--- config.mk ---
export PLATFORM = sky130hd
export DESIGN_NAME = pi1_rr_buf
export DESIGN_NICKNAME = d
export VERILOG_FILES = /design/src/rtl/pi1_rr_buf.sv
export SDC_FILE = /design/constraint.sdc
export NUM_CORES = 1
export LEC_CHECK = 0
export CELL_PAD_IN_SITES_DETAIL_PLACEMENT = 1
export CELL_PAD_IN_SITES_GLOBAL_PLACEMENT = 1
export CORE_MARGIN = 5
export CORE_UTILIZATION = 39
export CTS_BUF_LIST = sky130_fd_sc_hd__clkbuf_8
export DETAILED_ROUTE_END_ITERATION = 10
export PLACE_DENSITY = 0.86
export SLEW_MARGIN = 15
export SYNTH_ARGS = -nofsm -noshare
export SYNTH_HDL_FRONTEND = slang
export SYNTH_SLANG_ARGS = --single-unit
--- constraint.sdc ---
create_clock -name clk_i -period 3.5 [get_ports clk_i]
set_input_delay 0.875 -clock clk_i [delete_from_list [all_inputs] [get_ports clk_i]]
set_output_delay 0.875 -clock clk_i [all_outputs]
set_load 0.01 [all_outputs]
--- src/rtl/pi1_rr_buf.sv ---
// Round-robin request buffer: one request slot per master, a single output
// register toward the slave, and one outstanding read whose data returns on a later s_rdy_i.
module pi1_rr_buf #(
   parameter  int unsigned MASTERCOUNT = 2,
   parameter  int unsigned ARCHBITSZ   = 16,
   localparam int unsigned ADDRBITSZ   = ARCHBITSZ - $clog2(ARCHBITSZ/8)
) (
   input  logic                                clk_i,
   input  logic                                rst_i,
   input  logic [2*MASTERCOUNT-1:0]            m_op_i_flat,
   input  logic [ADDRBITSZ*MASTERCOUNT-1:0]    m_addr_i_flat,
   input  logic [ARCHBITSZ*MASTERCOUNT-1:0]    m_data_i_flat,
   input  logic [(ARCHBITSZ/8)*MASTERCOUNT-1:0] m_sel_i_flat,
   output logic [ARCHBITSZ*MASTERCOUNT-1:0]    m_data_o_flat,
   output logic [MASTERCOUNT-1:0]              m_rdy_o_flat,
   output logic [1:0]                          s_op_o,
   output logic [ADDRBITSZ-1:0]                s_addr_o,
   output logic [ARCHBITSZ-1:0]                s_data_o,
   output logic [ARCHBITSZ/8-1:0]              s_sel_o,
   input  logic [ARCHBITSZ-1:0]                s_data_i,
   input  logic                                s_rdy_i
);

   localparam int unsigned SELW = ARCHBITSZ/8;
   localparam int unsigned PW   = (MASTERCOUNT > 1) ? $clog2(MASTERCOUNT) : 1;

   typedef enum logic [1:0] {
      OP_NOOP = 2'b00,
      OP_WR   = 2'b01,
      OP_RD   = 2'b10,
      OP_RW   = 2'b11
   } op_e;

   // Slot state: sv = occupied, si = already moved to the output register
   logic [MASTERCOUNT-1:0] sv_q, sv_d, si_q, si_d, rw_q, rw_d;
   op_e                    sop_q [MASTERCOUNT];
   op_e                    sop_d [MASTERCOUNT];
   logic [ADDRBITSZ-1:0]   sad_q [MASTERCOUNT];
   logic [ADDRBITSZ-1:0]   sad_d [MASTERCOUNT];
   logic [ARCHBITSZ-1:0]   sdt_q [MASTERCOUNT];
   logic [ARCHBITSZ-1:0]   sdt_d [MASTERCOUNT];
   logic [SELW-1:0]        ssl_q [MASTERCOUNT];
   logic [SELW-1:0]        ssl_d [MASTERCOUNT];
   logic [ARCHBITSZ-1:0]   md_q  [MASTERCOUNT];
   logic [ARCHBITSZ-1:0]   md_d  [MASTERCOUNT];

   logic                   ov_q, ov_d, pend_q, pend_d;
   op_e                    oop_q, oop_d;
   logic [ADDRBITSZ-1:0]   oad_q, oad_d;
   logic [ARCHBITSZ-1:0]   odt_q, odt_d;
   logic [SELW-1:0]        osl_q, osl_d;
   logic [PW-1:0]          own_q, own_d, rr_q, rr_d, pidx_q, pidx_d;

   logic [MASTERCOUNT-1:0] rdy, elig;
   logic                   retire, capture, found_lo, found_hi;
   logic [PW-1:0]          g_lo, g_hi, gnt;

   always_comb begin
      rdy     = ~sv_q & ~rw_q & {MASTERCOUNT{~rst_i}};
      elig    = sv_q & ~si_q;
      retire  = ov_q & s_rdy_i & ~rst_i;
      capture = pend_q & s_rdy_i & ~rst_i;
   end

   // Lowest eligible index at or above rr_q wins; otherwise wrap to lowest eligible
   always_comb begin
      found_lo = 1'b0;
      found_hi = 1'b0;
      g_lo     = '0;
      g_hi     = '0;
      for (int unsigned i = 0; i < MASTERCOUNT; i++) begin
         if (elig[i] && !found_lo) begin
            found_lo = 1'b1;
            g_lo     = PW'(i);
         end
         if (elig[i] && (i >= 32'(rr_q)) && !found_hi) begin
            found_hi = 1'b1;
            g_hi     = PW'(i);
         end
      end
      gnt = found_hi ? g_hi : g_lo;
   end

   always_comb begin
      sv_d   = sv_q;
      si_d   = si_q;
      rw_d   = rw_q;
      sop_d  = sop_q;
      sad_d  = sad_q;
      sdt_d  = sdt_q;
      ssl_d  = ssl_q;
      md_d   = md_q;
      ov_d   = ov_q;
      oop_d  = oop_q;
      oad_d  = oad_q;
      odt_d  = odt_q;
      osl_d  = osl_q;
      own_d  = own_q;
      rr_d   = rr_q;
      pidx_d = pidx_q;
      pend_d = pend_q;

      if (capture) begin
         md_d[pidx_q] = s_data_i;
         rw_d[pidx_q] = 1'b0;
         pend_d       = 1'b0;
      end

      // A retiring read replaces the pending read captured on the same edge
      if (retire) begin
         sv_d[own_q] = 1'b0;
         si_d[own_q] = 1'b0;
         ov_d        = 1'b0;
         if (oop_q[1]) begin
            rw_d[own_q] = 1'b1;
            pend_d      = 1'b1;
            pidx_d      = own_q;
         end
      end

      if ((!ov_q || retire) && found_lo) begin
         ov_d      = 1'b1;
         oop_d     = sop_q[gnt];
         oad_d     = sad_q[gnt];
         odt_d     = sdt_q[gnt];
         osl_d     = ssl_q[gnt];
         own_d     = gnt;
         si_d[gnt] = 1'b1;
         rr_d      = (gnt == PW'(MASTERCOUNT-1)) ? '0 : gnt + 1'b1;
      end

      for (int unsigned i = 0; i < MASTERCOUNT; i++) begin
         if (rdy[i] && (m_op_i_flat[2*i +: 2] != 2'b00)) begin
            sv_d[i]  = 1'b1;
            si_d[i]  = 1'b0;
            sop_d[i] = op_e'(m_op_i_flat[2*i +: 2]);
            sad_d[i] = m_addr_i_flat[ADDRBITSZ*i +: ADDRBITSZ];
            sdt_d[i] = m_data_i_flat[ARCHBITSZ*i +: ARCHBITSZ];
            ssl_d[i] = m_sel_i_flat[SELW*i +: SELW];
         end
      end
   end

   always_ff @(posedge clk_i) begin
      if (rst_i) begin
         sv_q   <= '0;
         si_q   <= '0;
         rw_q   <= '0;
         ov_q   <= 1'b0;
         oop_q  <= OP_NOOP;
         own_q  <= '0;
         rr_q   <= '0;
         pidx_q <= '0;
         pend_q <= 1'b0;
         for (int unsigned i = 0; i < MASTERCOUNT; i++) begin
            md_q[i] <= '0;
         end
      end else begin
         sv_q   <= sv_d;
         si_q   <= si_d;
         rw_q   <= rw_d;
         ov_q   <= ov_d;
         oop_q  <= oop_d;
         own_q  <= own_d;
         rr_q   <= rr_d;
         pidx_q <= pidx_d;
         pend_q <= pend_d;
         md_q   <= md_d;
      end
   end

   // Payload fields are qualified by the valid bits, so they need no reset
   always_ff @(posedge clk_i) begin
      sop_q <= sop_d;
      sad_q <= sad_d;
      sdt_q <= sdt_d;
      ssl_q <= ssl_d;
      oad_q <= oad_d;
      odt_q <= odt_d;
      osl_q <= osl_d;
   end

   always_comb begin
      m_data_o_flat = '0;
      for (int unsigned i = 0; i < MASTERCOUNT; i++) begin
         m_data_o_flat[ARCHBITSZ*i +: ARCHBITSZ] = md_q[i];
      end
      m_rdy_o_flat = rdy;
      s_op_o       = (ov_q && !rst_i) ? oop_q : OP_NOOP;
      s_addr_o     = oad_q;
      s_data_o     = odt_q;
      s_sel_o      = osl_q;
   end

endmodule

# ---- Word level (Yosys, flattened, before mapping)
# Index checks and enable logic that the tools add are counted.
dict set report totals {
  regBits 148
  word_cells 122
  out_inout_bits 69
  inputBits 89
}
dict set report classes {
  addsub 1
  bitwise_logic 20
  n_reduce_logical 24
  magnitude_cmp 10
  mux 43
}
# cell n
set op_table {}
lappend op_table {{16-bit 2-to-1 mux} 4}
lappend op_table {{15-bit 2-to-1 mux} 3}
lappend op_table {{32-bit bitwise mux} 1}
lappend op_table {{2-bit 2-to-1 mux} 13}
lappend op_table {{1-bit 2-to-1 mux} 18}
lappend op_table {{16-bit demux with 1-bit select} 1}
lappend op_table {{2-bit bitwise AND} 6}
lappend op_table {{1-bit logical AND} 11}
lappend op_table {{2-bit NOT} 5}
lappend op_table {{2-bit nonzero test} 5}
lappend op_table {{1-bit by 2-bit less-than comparator with 1-bit output, second input constant} 3}
lappend op_table {{1-bit bitwise AND} 4}
lappend op_table {{2-bit >= comparator, second input constant} 2}
lappend op_table {{1-bit zero test} 4}
lappend op_table {{1-bit NOT with 2-bit output} 2}
lappend op_table {{2-bit bitwise OR} 2}
lappend op_table {{2-bit OR reduction} 2}
lappend op_table {{1-bit demux with 1-bit select} 3}
lappend op_table {{1-bit >= comparator, second input constant} 3}
lappend op_table {{2-bit by 1-bit less-than comparator with 1-bit output, second input constant} 1}
lappend op_table {{2-bit AND reduction} 1}
lappend op_table {{1-bit adder, second input constant} 1}
lappend op_table {{1-bit >= comparator, first input constant} 1}
lappend op_table {{1-bit logical OR} 1}
lappend op_table {{1-bit NOT} 1}

# ---- Depth between registers and ports, before layout
# Gate-level depths: netlist of run 1.
dict set report logic_depth {
  depth_word 14
  mapped_depth 6
  ltp_nobuf 4
}

# ---- Worst setup path before layout of run 1
# No wires, ideal clock.
dict set report synth_path {
  path_type {input -> register}
  startpoint {input port rst_i}
  endpoint {register sad_q[0] (netlist bit) (enable)}
  stages 2
  setup_time_ns 0.433
  t_arrival_ns 2.911
  path_buffers 0
  required_time_ns 3.067
  slack_ns 0.157
  cell_sequence {nor3_1 > nor2b_1}
}
dict set report synth_between {
  elab_chain_len 3
}
# item line
set synth_rtl {}
lappend synth_rtl {{start: declaration} 9} ;# input logic rst_i,
lappend synth_rtl {{1-bit NOT} 59} ;# rdy = ~sv_q & ~rw_q & {MASTERCOUNT{~rst_i}};
lappend synth_rtl {{2-bit bitwise AND} 59}
lappend synth_rtl {{1-bit logical AND} 133} ;# if (rdy[i] && (m_op_i_flat[2*i +: 2] != 2'b00)) begin
lappend synth_rtl {{end signal: assignment} 175} ;# sad_q <= sad_d;
lappend synth_rtl {{end: declaration} 38} ;# logic [ADDRBITSZ-1:0] sad_q [MASTERCOUNT];
# Every way passes these cells.
# A chain may end at the register's enable or synchronous reset.

# ---- Worst setup path in the final report of run 1
dict set report layout_path {
  startpoint {input port rst_i}
  endpoint {output port m_rdy_o_flat[1]}
}
dict set report layout_between {
  elab_chain_len 2
}
# item line
set layout_rtl {}
lappend layout_rtl {{1-bit NOT} 59}
lappend layout_rtl {{2-bit bitwise AND} 59}
lappend layout_rtl {{end: declaration} 15} ;# output logic [MASTERCOUNT-1:0] m_rdy_o_flat,
# Every way passes these cells.

==> results_dict.tcl, run 1 <==
set metrics [dict create \
    status "finished, final reports clean" \
    period_minus_slack_ns 2.92 \
    cts_hold_buf 0 \
    clockBufferDepth 2 \
    cp_slowest_cell "clkdlybuf4s50_1" \
    area_growth_pct 40.7 \
    drive_gt1_frac 0.196 \
    portBuffers 157 \
    antenna_found_initial 0 \
    synth.area.top_cells "edfxtp_1 57%, dfxtp_1 17%, mux2_2 6.9%, nand2_1 3.9%, a21oi_1 2.3%" \
    crit_type "input pin to output port" \
    htree_levels 4 \
    finalSetupTns_ns 0 \
    fmax_ghz 0.342 \
    rsz0062_at_grt "false" \
    worstPathRequired_ns 2.62 \
    relSlewSlack 0.563 \
    initial_utilization 0.392 \
    p_int_mw 3.09 \
    share_comb_of_total_power 0.109 \
    synth_edf_count 103 \
    die_area_mm2 0.0163 \
    num_rows 43 \
    viasPerCell 4.89 \
    synth_top_cell_by_area "edfxtp_1" \
    syn_inst 352 \
    drc_errors 0 \
    dp_hpwl_um 9690 \
    ys_warn_count 0 \
    grt-ovfl-total 0 \
    ff2ff_path_depth 4 \
    cp_max_fo 19 \
    grt_pass1_vias 3867 \
    synth_seq_cells 148 \
    maxCapViolCount 0 \
    p_per_area_mw_per_mm2 524 \
    fin_crit_sh 0.835 \
    globalplace.congestion 0.838 \
    cts_resized 0 \
    pwr-share-seq 0.517 \
    slew_viol_final 0 \
    num_vias 3477 \
    async_flop_share 0 \
    n_antenna_cell 0 \
    cts_setup_buffers 0 \
    first_pass_iters 4 \
    holdPathStages 2 \
    worstMarginPinSlew_ns 0.656 \
    hold_class "register to register" \
    wl_um 13800 \
    ys_seq_area_frac 0.742 \
    setup_viol 0 \
    finalClockSkew_ns 0.0107 \
    endpoint_kind "output port" \
    synth-main-ff-cell "edfxtp_1" \
    synthesis.nets 441 \
    clk_pin_slew_ns 0.08 \
    synthDistinctLibCells 36 \
    p_switching_uw 873 \
    grtUsageTotal 0.175 \
    syn-cell-area_mm2 0.00538 \
    final_cells 711 \
    die_w_um 127 \
    cts.sinks 148 \
    dp_cells 680 \
    cts_tree "yes" \
    grt_max_degree 39 \
    power.share.clock 0.374 \
    cp-start-kind "input pin" \
    numCtsBuffers 17 \
    cts_root_buf "clkbuf_8" \
    clkLatencyLatePin_ns 0.43 \
    ir_drop_mv 0.215 \
    pin_count 158 \
    worstPathArrival_ns 2.05 \
    wl_per_cell_um 19.5 \
    die_h_um 127 \
    nets 608 \
    crit_chain "buf_2, nor3_1, clkdlybuf4s50_1" \
    yosysMostFrequentCell "edfxtp_1" \
    p_leak_nw 2.57 \
    detail-route-antenna-nets 0 \
    hold_viol_final 0 \
    switching_share 0.220 \
    core_region_area_mm2 0.0137 \
    max_stage_delay_ns 0.63 \
    yosysTopAreaCellShare 0.574 \
    synthTopCellsByCount "103 x edfxtp_1, 56 x nand2_1, 45 x dfxtp_1" \
    grt_pass1_wl_um 21400 \
    initialDrtViolationCount 202 \
    synth_area_per_cell_um2 15.3 \
]
## path summary, 6_finish.rpt
path / from / to / slack [ns]
min reg2reg: m_data_o_flat[4]$_SDFFE_PP0P_ / m_data_o_flat[4]$_SDFFE_PP0P_ / 0.46
max: rst_i / m_rdy_o_flat[1] / 0.58
max reg2reg: sv_q[0]$_SDFFE_PP0P_ / s_data_o[2]$_DFFE_PN_ / 1.53
min: m_data_o_flat[4]$_SDFFE_PP0P_ / m_data_o_flat[4]$_SDFFE_PP0P_ / 0.46
## cell families (layout without fill, tap and decap cells)
logic type | count (synthesis) | count (layout) | synth area share
mux | 37 | 37 | 0.0765
simple gates | 101 | 101 | 0.0918
buf+inv | 17 | 196 | 0.0239
compound gates | 49 | 49 | 0.0660
flops | 148 | 148 | 0.742
## power groups by stage
stage | combinational, mW | clock [mW] | sequential (mW)
finish | 0.433 | 1.48 | 2.05
global route | 0.460 | 1.61 | 2.06
CTS | 0.442 | 1.51 | 2.05
detailed placement | 0.437 | 0 | 2.09
global placement | 0.425 | 0 | 2.08
floorplan | 0.159 | 0 | 2.10
## cells in the final DEF (no fill, tap or decap), drive strengths merged, types with 7 or more instances in the layout
master	n
nor2	13
buf	7
clkdlybuf4s50	156
mux2	33
clkbuf	17
dfxtp	45
a21oi	35
nand2	67
edfxtp	103
## per-stage QoR
step | hold WS, ns | worst slack [ns] | power [mW] | utilization | cell area, um^2
3_3_place_gp | 0.441 | 0.595 | 2.51 | 0.520 | 7130
2_1_floorplan | 0.448 | 0.157 | 2.26 | - | 5380
3_5_place_dp | 0.452 | 0.591 | 2.53 | 0.520 | 7130
6_report | 0.461 | 0.579 | 3.97 | 0.552 | 7570
4_1_cts | 0.465 | 0.543 | 4.01 | 0.552 | 7570
5_1_grt | 0.484 | 0.469 | 4.13 | 0.552 | 7570
## worst max-delay path, delay by kind of cell
kind / cells / cell delay, ns
buffers and inverters: 2 / 0.84
AND/OR/NAND/NOR: 1 / 0.33
## per-layer routing
layer / vias up / wire length (um) / global-route usage
met4: 0 / 195 / 0.0625
met1: 1702 / 5530 / 0.202
li1: 1604 / - / -
met5: - / 0 / 0
met3: 18 / 1360 / 0.0723
met2: 153 / 6750 / 0.291
## flip-flops by register name, indices dropped and copies added, names as in the netlist
register       flops
m_data_o_flat     32
oop_q              2
ov_q               1
own_q              1
pend_q             1
pidx_q             1
rr_q               1
rw_q               2
s_addr_o          15
s_data_o          16
s_sel_o            2
sad_q             30
sdt_q             32
si_q               2
sop_q              4
ssl_q              4
sv_q               2
## cell type report
cell class,count,area [um^2]
well taps,180,225
inverters,2,7.51
flip-flops and latches,148,3990
clock inverters,14,209
repair buffers,163,1640
multi-input cells,187,1270
fillers,1343,6140
clock buffers,17,234
(Power assumes the default switching activity.)
==> run 2: changes to the inputs <==
==> constraint.sdc (replaced) <==
create_clock -name clk_i -period 3 [get_ports clk_i]
set_input_delay 0.75 -clock clk_i [delete_from_list [all_inputs] [get_ports clk_i]]
set_output_delay 0.75 -clock clk_i [all_outputs]
set_load 0.01 [all_outputs]
==> run 2 against run 1 <==
  * Total power rose by 11%
  * First-iteration DRC count rose by 3.0%
  * Clock skew fell by 0.00072 ns
  * Count of clock-buffer cells in the layout did not move
  * Non-clock buffer count rose by 2
  * Utilization fell by 0.33 points
  * Sequential cell count did not move
  * Highest routed layer unchanged
  * Sequential share of layout area rose by 0.32 points
  * Wire length fell by 2.0%
  * Clock power barely moved
  * Cell count rose by 0.42%
  * Design area fell by 0.59%
==> results_dict.tcl, run 2 (synthesis gave the netlist of run 1 again) <==
set metrics [dict create \
    core_region_area_mm2 0.0137 \
    min_from "m_data_o_flat[2]$_SDFFE_PP0P_" \
    antenna_found_initial 0 \
    numCtsBuffers 17 \
    cp_max_fo 8 \
    ir_drop_mv 0.192 \
    max_stage_delay_ns 0.63 \
    pin_count 158 \
    wl_per_cell_um 19.0 \
    clockBufferDepth 2 \
    cts_setup_buffers 0 \
    worstPathRequired_ns 2.25 \
    relSlewSlack 0.407 \
    crit_family "buffers and inverters" \
    holdWs_ns 0.460 \
    dp_cells 682 \
    die_area_mm2 0.0163 \
    area_growth_pct 39.9 \
    grt_max_degree 38 \
    die_h_um 127 \
    p_leak_nw 2.54 \
    num_rows 43 \
    first_pass_iters 4 \
    drc_errors 0 \
    slew_viol_final 0 \
    cts_hold_buf 0 \
    endpoint_kind "output port" \
    num_vias 3414 \
    finalSetupTns_ns 0 \
    worstPathArrival_ns 1.88 \
    wl_met2_um 6480 \
    placed_area_mm2 0.00715 \
    die_w_um 127 \
    drive_gt1_frac 0.200 \
    cts_root_buf "clkbuf_8" \
    fin_area_mm2 0.00753 \
    globalplace.congestion 0.751 \
    finalClockSkew_ns 0.00996 \
    dp_hpwl_um 9550 \
    wl_met3_um 1350 \
    status "finished, final reports clean" \
    viasPerCell 4.78 \
    utilization 0.549 \
    cts.sinks 148 \
    crit_type "input pin to output port" \
    clk_pin_slew_ns 0.08 \
    wl_um 13600 \
    grt-ovfl-total 0 \
    cts_resized 0 \
    path_buf_inv 2 \
    fmax_ghz 0.380 \
    grt_pass1_vias 3834 \
    p_per_area_mw_per_mm2 583 \
    clkLatencyLatePin_ns 0.44 \
    crit_start "rst_i" \
    dp_slack_ns 0.357 \
    initialDrtViolationCount 208 \
    top_layer "met4" \
    n_antenna_cell 0 \
    nets 610 \
    crit_chain "buf_2, nor3_1, clkdlybuf4s50_1" \
    period_minus_slack_ns 2.63 \
    maxCapViolCount 0 \
    worstMarginPinSlew_ns 0.886 \
    hold_viol_final 0 \
    cp_slowest_cell "clkdlybuf4s50_1" \
    fin_crit_sh 0.877 \
    cp-start-kind "input pin" \
    detail-route-antenna-nets 0 \
    hold_class "register to register" \
    rsz0062_at_grt "false" \
    grt_pass1_wl_um 21100 \
    htree_levels 4 \
    rr_startpoint "si_q[0]$_SDFF_PP0_" \
    final_common_cell "clkdlybuf4s50_1" \
    final_cells 714 \
    initial_utilization 0.392 \
    p_total_mw 4.39 \
    portBuffers 157 \
    layout_setup_ws_ns 0.370 \
    most-common-layout-cells "156 x clkdlybuf4s50_1, 103 x edfxtp_1, 56 x nand2_1, 45 x dfxtp_1, 33 x mux2_2" \
    setup_viol 0 \
    cts_tree "yes" \
    wl_met1_um 5470 \
    final.fill_count 1369 \
    grtUsageTotal 0.172 \
]
==> run 2: cell types whose count changed in the layout (fill, tap and decap cells not counted), sizes merged <==
cell / change
bufinv: -4
inv: +4
buf: +2
clkinvlp: +1
==> run 2: final timing paths <==
check | to | slack, ns | cells after the start
max | m_rdy_o_flat[1] | 0.37 | 3
min | m_data_o_flat[2]$_SDFFE_PP0P_ | 0.46 | 2
min reg2reg | m_data_o_flat[2]$_SDFFE_PP0P_ | 0.46 | 2
max reg2reg | s_addr_o[7]$_DFFE_PN_ | 0.77 | 4
==> run 2: tightest hold or removal path: stages, from the launching register on <==
cell,delay (ns)
dfxtp_1,0.32
nand2_1,0.05
a21oi_1,0.05
==> run 2: final cells by class <==
| type | instances | area (um^2) | share of cell area |
|---|---|---|---|
| clock inverters | 15 | 149 | 0.0198 |
| inverters | 2 | 7.51 | 0.000997 |
| flip-flops and latches | 148 | 3990 | 0.530 |
| multi-input cells | 187 | 1270 | 0.168 |
| well taps | 180 | 225 | 0.0299 |
| repair buffers | 165 | 1650 | 0.219 |
| clock buffers | 17 | 234 | 0.0311 |
==> run 2: per-layer routing <==
metal	vias up	GRT usage
met3	20	0.0753
met5	-	0
met2	140	0.283
li1	1610	-
met1	1644	0.202
met4	0	0.0574
==> run 2: report_power, final <==
part | leakage (nW) | total, mW | switching, mW | internal (mW)
sequential | 1.34 | 2.39 | 0.0506 | 2.34
combinational | 1.01 | 0.505 | 0.222 | 0.283
clock | 0.194 | 1.49 | 0.810 | 0.679
==> run 3: changes to the inputs <==
--- a/config.mk
+++ b/config.mk
@@ -10,9 +10,12 @@
 export CORE_MARGIN = 5
 export CORE_UTILIZATION = 39
 export CTS_BUF_LIST = sky130_fd_sc_hd__clkbuf_8
+export CTS_CLUSTER_DIAMETER = 200
 export DETAILED_ROUTE_END_ITERATION = 10
 export PLACE_DENSITY = 0.86
+export REMOVE_ABC_BUFFERS = 1
 export SLEW_MARGIN = 15
 export SYNTH_ARGS = -nofsm -noshare
 export SYNTH_HDL_FRONTEND = slang
 export SYNTH_SLANG_ARGS = --single-unit
+export TNS_END_PERCENT = 100
==> run 3 against run 2 <==
  * First-iteration DRC count down 17%
  * Register-to-register slack lost 0.05 ns
  * Clock power about the same
  * Wire length rose by 2.5%
  * Design area increased by 0.35%
  * Sequential power hardly changed
  * Sequential share of layout area is 0.18 points lower
  * Count of clock-buffer cells in the layout stayed put
  * Die area is the same
  * Critical path depth stayed put
  * Clock skew down 0.0016 ns
  * Utilization is 0.19 points higher
  * Critical endpoint unchanged
  * Highest routed layer unchanged
==> results_dict.tcl, run 3 (synthesis gave the netlist of run 1 again) <==
set metrics [dict create \
    wl_met1_um 5700 \
    cp_slowest_cell "clkdlybuf4s50_1" \
    cts_hold_buf 0 \
    max_stage_delay_ns 0.62 \
    nets 612 \
    wl_per_cell_um 19.4 \
    hold_viol_final 0 \
    worstHoldEndpoint "m_data_o_flat[13]$_SDFFE_PP0P_" \
    die_area_mm2 0.0163 \
    initialDrtViolationCount 172 \
    worstPathRequired_ns 2.25 \
    p_per_area_mw_per_mm2 583 \
    wl_um 13900 \
    dp_cells 684 \
    holdPathStages 2 \
    most-common-layout-cells "156 x clkdlybuf4s50_1, 103 x edfxtp_1, 56 x nand2_1, 45 x dfxtp_1, 33 x mux2_2" \
    cp_max_fo 16 \
    layout_setup_ws_ns 0.313 \
    num_rows 43 \
    p_total_mw 4.40 \
    cp-start-kind "input pin" \
    top_layer "met4" \
    setup_viol 0 \
    wl_met3_um 1430 \
    grt-ovfl-total 0 \
    first_pass_iters 5 \
    crit_type "input pin to output port" \
    core_region_area_mm2 0.0137 \
    initial_utilization 0.392 \
    n_antenna_cell 0 \
    regArea_mm2 0.00399 \
    status "finished, final reports clean" \
    hold_class "register to register" \
    rr_startpoint "sv_q[0]$_SDFFE_PP0P_" \
    cts_resized 0 \
    cts_root_buf "clkbuf_8" \
    die_h_um 127 \
    cts_tree "yes" \
    r2r_slack_ns 0.72 \
    final_common_cell "clkdlybuf4s50_1" \
    antenna_found_initial 0 \
    multi_input_area_mm2 0.00127 \
    die_w_um 127 \
    htree_levels 4 \
    crit_family "buffers and inverters" \
    portBuffers 157 \
    grt_pass1_wl_um 21400 \
    grt_pass1_vias 3791 \
    finalSetupTns_ns 0 \
    p_leak_nw 2.57 \
    grtUsageTotal 0.175 \
    ir_drop_mv 0.215 \
    period_minus_slack_ns 2.69 \
    fin_crit_sh 0.896 \
    relSlewSlack 0.391 \
    worstPathArrival_ns 1.94 \
    dp_slack_ns 0.320 \
    wl_met2_um 6650 \
    path_buf_inv 2 \
    r2r_end "s_data_o[4]$_DFFE_PN_" \
    clk_pin_slew_ns 0.08 \
    num_vias 3427 \
    finalClockSkew_ns 0.00836 \
    fmax_ghz 0.372 \
    cts_setup_buffers 0 \
    clockBufferDepth 2 \
    dp_hpwl_um 9810 \
    detail-route-antenna-nets 0 \
    rsz0062_at_grt "false" \
    slew_viol_final 0 \
    maxCapViolCount 0 \
    globalplace.congestion 0.776 \
    numCtsBuffers 17 \
    viasPerCell 4.79 \
    pin_count 158 \
    clkLatencyLatePin_ns 0.43 \
    cts.sinks 148 \
    final_cells 716 \
    drc_errors 0 \
    worstMarginPinSlew_ns 0.911 \
    endpoint_kind "output port" \
    area_growth_pct 40.3 \
    final.fill_count 1342 \
    crit_chain "buf_2, nor3_1, clkdlybuf4s50_1" \
    grt_max_degree 37 \
    min_from "m_data_o_flat[13]$_SDFFE_PP0P_" \
    ff2ff_path_depth 4 \
    drive_gt1_frac 0.192 \
]
-- run 3: stage by stage --
step	cell area [um^2]	hold slack, ns	utilization
2_1_floorplan	5260	0.442	-
3_3_place_gp	7170	0.441	0.523
3_5_place_dp	7170	0.453	0.523
4_1_cts	7560	0.463	0.551
5_1_grt	7560	0.489	0.551
6_report	7560	0.461	0.551
-- run 3: how the worst max path moves through the flow --
stage          slack, ns                  to  depth (start not counted)   from
2_1_floorplan      -0.22  sad_q[0]$_DFFE_PP_                          2  rst_i
3_3_place_gp        0.35     m_rdy_o_flat[1]                          3  rst_i
3_5_place_dp        0.32     m_rdy_o_flat[1]                          3  rst_i
4_1_cts             0.30     m_rdy_o_flat[1]                          3  rst_i
5_1_grt             0.27     m_rdy_o_flat[1]                          3  rst_i
6_report            0.31     m_rdy_o_flat[1]                          3  rst_i
-- run 3: area by class of cell --
type / instances / area share
Sequential cell: 148 / 0.529
Timing Repair Buffer: 167 / 0.222
Multi-Input combinational cell: 187 / 0.168
Clock buffer: 17 / 0.0310
Tap cell: 180 / 0.0298
Clock inverter: 15 / 0.0195
Inverter: 2 / 0.000994
-- run 3: tightest hold or removal path, cell delays in order, from the launching register on --
cell	delay, ns
dfxtp_1	0.31
nand2_1	0.05
a21oi_1	0.05
-- run 3: layer usage --
metal,up-vias,global-route usage
li1,1616,-
met1,1661,0.210
met2,139,0.286
met3,11,0.0803
met4,0,0.0492
met5,-,0
-- run 3: report_power, final --
group / internal, mW / switching [mW] / leakage [nW]
registers: 2.34 / 0.0514 / 1.34
logic: 0.284 / 0.226 / 1.03
clock network: 0.797 / 0.701 / 0.199
